### config.mk
export PLATFORM = sky130hd
export DESIGN_NAME = fetch_ctrl
export DESIGN_NICKNAME = d
export VERILOG_FILES = /design/src/rtl/fetch_ctrl.sv
export SDC_FILE = /design/constraint.sdc
export NUM_CORES = 1
export LEC_CHECK = 0
export BUFFER_PORTS_ARGS = -buffer_cell sky130_fd_sc_hd__buf_4
export CAP_MARGIN = 20
export CORE_UTILIZATION = 50
export DETAILED_ROUTE_END_ITERATION = 10
export PLACE_DENSITY = 0.76
export REMOVE_ABC_BUFFERS = 1
export SLEW_MARGIN = 20
export SYNTH_ARGS = -nofsm -noshare
export SYNTH_HDL_FRONTEND = slang
export SYNTH_SLANG_ARGS = --single-unit
export TNS_END_PERCENT = 20
### constraint.sdc
create_clock -name i_clk -period 3.9 [get_ports i_clk]
set_clock_uncertainty 0.05 [all_clocks]
set_input_delay 0.78 -clock i_clk [delete_from_list [all_inputs] [get_ports i_clk]]
set_output_delay 0.78 -clock i_clk [all_outputs]
set_load 0.01 [all_outputs]
### src/rtl/fetch_ctrl.sv
// Fetch stage controller: owns the PC and the IF/ID register, obeys hazard-unit stalls,
// applies ID-stage redirects and primes the synchronous instruction memory after reset.
module fetch_ctrl #(
    parameter logic [31:0] RESET_ADDR       = 32'h0000_0000,
    parameter int unsigned RST_STALL_CYCLES = 1
) (
    input  logic        i_clk,
    input  logic        i_rst_n,
    input  logic        i_stall_pc,
    input  logic        i_stall_if_id,
    input  logic        i_redirect,
    input  logic [31:0] i_redirect_target,
    input  logic [31:0] i_imem_rdata,
    output logic [31:0] o_imem_addr,
    output logic [31:0] o_if_pc,
    output logic [31:0] o_id_pc,
    output logic [31:0] o_id_inst,
    output logic        o_id_valid,
    output logic        o_rst_stall,
    output logic [31:0] o_stall_count,
    output logic [31:0] o_flush_count
);

    localparam logic [31:0] Nop     = 32'h0000_0013;
    localparam logic [3:0]  RstLoad = 4'(RST_STALL_CYCLES);

    logic [31:0] pc_q, pc_d;
    logic [31:0] id_pc_q, id_pc_d;
    logic [31:0] id_inst_q, id_inst_d;
    logic        id_valid_q, id_valid_d;
    logic [3:0]  rst_cnt_q, rst_cnt_d;
    logic [31:0] stall_cnt_q, stall_cnt_d;
    logic [31:0] flush_cnt_q, flush_cnt_d;

    logic ext_stall;
    logic rst_stall;
    logic redirect_take;

    assign ext_stall     = i_stall_pc | i_stall_if_id;
    assign rst_stall     = (rst_cnt_q != 4'd0);
    assign redirect_take = i_redirect & ~ext_stall & ~rst_stall;

    // Next PC doubles as the memory address so read data lines up with pc_q.
    always_comb begin
        pc_d = pc_q + 32'd4;
        if (!i_rst_n) begin
            pc_d = RESET_ADDR;
        end else if (rst_stall || ext_stall) begin
            pc_d = pc_q;
        end else if (i_redirect) begin
            pc_d = i_redirect_target & ~32'h0000_0003;
        end
    end

    always_comb begin
        id_pc_d    = id_pc_q;
        id_inst_d  = id_inst_q;
        id_valid_d = id_valid_q;
        if (rst_stall) begin
            id_pc_d    = pc_q;
            id_inst_d  = Nop;
            id_valid_d = 1'b0;
        end else if (ext_stall) begin
            id_pc_d    = id_pc_q;
        end else if (i_redirect) begin
            // Squash the fall-through fetch currently sitting in IF.
            id_pc_d    = pc_q;
            id_inst_d  = Nop;
            id_valid_d = 1'b0;
        end else begin
            id_pc_d    = pc_q;
            id_inst_d  = i_imem_rdata;
            id_valid_d = 1'b1;
        end
    end

    always_comb begin
        rst_cnt_d   = rst_stall ? rst_cnt_q - 4'd1 : rst_cnt_q;
        stall_cnt_d = stall_cnt_q;
        flush_cnt_d = flush_cnt_q;
        if (ext_stall && !rst_stall && stall_cnt_q != 32'hFFFF_FFFF) begin
            stall_cnt_d = stall_cnt_q + 32'd1;
        end
        if (redirect_take && flush_cnt_q != 32'hFFFF_FFFF) begin
            flush_cnt_d = flush_cnt_q + 32'd1;
        end
    end

    always_ff @(posedge i_clk) begin
        pc_q <= pc_d;
        if (!i_rst_n) begin
            id_pc_q     <= 32'd0;
            id_inst_q   <= Nop;
            id_valid_q  <= 1'b0;
            rst_cnt_q   <= RstLoad;
            stall_cnt_q <= 32'd0;
            flush_cnt_q <= 32'd0;
        end else begin
            id_pc_q     <= id_pc_d;
            id_inst_q   <= id_inst_d;
            id_valid_q  <= id_valid_d;
            rst_cnt_q   <= rst_cnt_d;
            stall_cnt_q <= stall_cnt_d;
            flush_cnt_q <= flush_cnt_d;
        end
    end

    assign o_imem_addr   = pc_d;
    assign o_if_pc       = pc_q;
    assign o_id_pc       = id_pc_q;
    assign o_id_inst     = id_inst_q;
    assign o_id_valid    = id_valid_q;
    assign o_rst_stall   = rst_stall;
    assign o_stall_count = stall_cnt_q;
    assign o_flush_count = flush_cnt_q;

endmodule

==> results.md <==
* Port Buf Inserts at 260
* WL/cell at 16.9 um
* Stages on worst setup path at 6
* IO Pins at 263
* Row cnt at 44
* CP Buf/Inv Count at 1
* Fin crit share at 0.953
* Cell Area, Placed at 9770 um^2
* Unique masters post-synth at 58
* Share of cells above drive strength 1 at 0.272
* CP Launch Point: o_if_pc[18]
* Fin. Hold Viols at 0
* Rel. slew slack at 0.288
* Worst EP required at 3.07 ns
* Pwr dens at 416 nW/um^2
* WS Path Type: reg -> out
* Initial antenna violation count at 0
* Fmax at 269 MHz
* MaxCap Viol Count at 0
* Die height at 126 um
* Final setup fails at 0
* Vias at 8208
* Fin area at 10500 um^2
* Vias in the first global route at 7457
* Die area at 15900 um^2
* Register area share after synthesis at 0.430
* Total track usage at 0.294
* Worst skew pair latency at 0.42 ns
* Root Buffer: clkbuf_16
* Remaining Overflow, GRT at 0
* Worst Tran Pin Value at 1.07 ns
* Cell count after synthesis at 979
* Total routed wirelength at 23.8 mm
* VDD IR-drop max at 356 uV
* Most frequent cells in the layout: 280 x buf_4, 163 x nand2_1, 163 x dfxtp_1, 117 x a21oi_1, 75 x nand3_1
* Register share of total power at 0.420
* Drt via density at 5.82
* Clock-pin slew of the registers on the worst-case setup and hold paths at 0.06 ns
* H-tree Lvls at 4
* Leakage at 4.08 nW
* Mapped Avg Cell Area at 7.84 um^2
* Commonest register cell after synthesis: dfxtp_1
* Worst hold stages at 2
* DP HPWL at 16.4 mm
* Ys Warns at 0
* Worst-case reg-to-reg path depth at 9
* GP Congestion at 0.863
* Crit path capture: o_imem_addr[26]
* Sequence of cells on the critical path: nand3_1 -> or3_1 -> or4_4 -> or4b_1 -> a31oi_1 -> buf_4
* # DRC at 0
* Slew Viols, Final at 0
* Crit path DAT at 2.89 ns
* Post-synth top area share at 0.430
* Total power at 0.00435 W
* First-pass GRT wire length at 37.6 mm
* CTS Buf Count at 17
* Startpoint types: flop
* Switch share at 0.280
* CTS max path bufs at 2
* Yosys reg bits at 165
* Iter 0 DRT Violations at 515
* Slowest cell on crit path: or4_4
* Comb pwr share at 0.174
* Core area at 14800 um^2
* Layout area overhead at 36.1%
* RSZ-0062 raised after global routing: no
* Die width at 126 um
* Sw Pwr at 0.00122 W
* CTS tree: done
* Initial core utilization at 0.520
* Hold Path Class: reg -> reg
* Worst reg2reg path startpoint: rst_cnt_q[0]
* Largest net degree at the start of global routing at 101
* Cell family with most CP delay: simple AND/OR/NAND/NOR gates
* Mapped Area at 7680 um^2
* Crit Path Max Fanout at 8
* Commonest non-fill, non-tap cell in the layout: buf_4
* Post-synth EDFFs at 0
* CP peak stage delay at 0.59 ns
* Clock power share at 0.406
* Leading area contributor after synthesis: dfxtp_1
* CTS sink count at 165
* Async S/R FF share, synth at 0
* CP endpoint kind: output port
* Min cycle time layout at 3.72 ns
* Crit Reg-Reg Endpoint: o_stall_count[31]
* Antenna Nets Post-Route at 0
* Final antenna diode count at 0
* Outcome: finished clean
* Pint at 0.00313 W
* R2R setup slack at 1.14 ns
* Final Util at 0.708
* First-pass DRT Iterations at 5
* Final nets at 1288
* Synth top area cells: dfxtp_1 43%, nand2_1 8.0%, a21oi_1 7.6%, nand3_1 4.9%, clkbuf_1 3.0%
## worst register-to-register path: cells and delay by family (launching register included)
kind / cells / cell delay [ns]
AO/OA/AOI/OAI: 2 / 0.59
adder cells (fa/ha/maj): 1 / 0.18
buffers and inverters: 3 / 0.32
flip-flops: 1 / 0.30
AND/OR/NAND/NOR: 3 / 1.26
## cell usage after synthesis (all sizes together) (4+ instances only)
cell and number:
dfxtp 165, ha 5, a22oi 4, a31oi 12, a311oi 6, and2 5, a22o 4, o21a 4
or3 30, and4 8, mux2i 16, xnor2 8, nand2b 14, nor4 11, or4 20, a21oi 117
nor2 58, nor3 22, o21ai 42, nand2 163, inv 15, nand4 21, nand3 75, and3 20
clkbuf 61, o211ai 8, buf 6, o31ai 17, a211oi 4
## kinds of logic (layout without fill, tap and decap cells)
family                     Yosys count  count (layout)  synth area share
xor gates and xnor gates            11              11            0.0125
buffers and inverters               82             330            0.0424
AOI/OAI and AO/OA                  242             242             0.188
DFF                                165             165             0.430
and+or+nand+nor                    455             455             0.293
adders and majority gates            5               5           0.00815
muxes                               19              19            0.0253
## worst min path at each step
| stage | startpoint | to | slack (ns) |
|---|---|---|---|
| after floorplan | o_id_pc[0] | o_id_pc[0] | 0.43 |
| after global placement | o_id_pc[29] | o_id_pc[29] | 0.39 |
| after detailed placement | o_id_inst[12] | o_id_inst[12] | 0.39 |
| after CTS | o_id_pc[26] | o_id_pc[26] | 0.40 |
| after global routing | o_id_inst[13] | o_id_inst[13] | 0.42 |
| final | o_id_inst[23] | o_id_inst[23] | 0.40 |
## power groups by stage
stage / logic [W] / clock network [W] / registers, W
6_report: 0.000757 / 0.00177 / 0.00183
2_1_floorplan: 0.000338 / 0 / 0.00187
4_1_cts: 0.000717 / 0.00179 / 0.00183
3_3_place_gp: 0.000711 / 0 / 0.00186
3_5_place_dp: 0.000714 / 0 / 0.00186
5_1_grt: 0.000827 / 0.00186 / 0.00184
## through the flow
step / setup TNS (ns) / cells / hold slack, ns / worst slack (ns)
2_1_floorplan: -4.87 / 912 / 0.426 / -0.637
3_3_place_gp: 0 / 1376 / 0.389 / 0.507
3_5_place_dp: 0 / 1376 / 0.393 / 0.495
4_1_cts: 0 / 1408 / 0.404 / 0.0215
5_1_grt: 0 / 1411 / 0.420 / 0.0309
6_report: 0 / 1411 / 0.401 / 0.182
## sequential cells by signal, indices dropped and copies added (netlist names)
register,flops
o_if_pc,32
rst_cnt_q,4
o_id_inst,32
o_id_pc,32
o_stall_count,32
o_id_valid,1
o_flush_count,32
## repair_timing
item	CTS	global route
buffers inserted	0	2
hold buffers	0	0
setup endpoints to repair	0	4
resized for setup	0	4
## per-layer routing
layer  vias up  part of all wire  global-route usage  routed length [um]
li1       4019                 -                   -                   -
met1      3841              0.42               0.367                9990
met2       308              0.47               0.476               11200
met3        40             0.084              0.0930                1990
met4         0             0.025               0.108                 605
met5         -                 0                   0                   0
## layout make-up
type                            instances  area [um^2]
Fill cell                            1265         4300
Clock buffer                           21          480
Inverter                               15         60.1
Multi-Input combinational cell        732         4070
Clock inverter                         11          146
Sequential cell                       165         3310
Tap cell                              184          230
Timing Repair Buffer                  283         2160
Power figures use the tool's default switching activity.
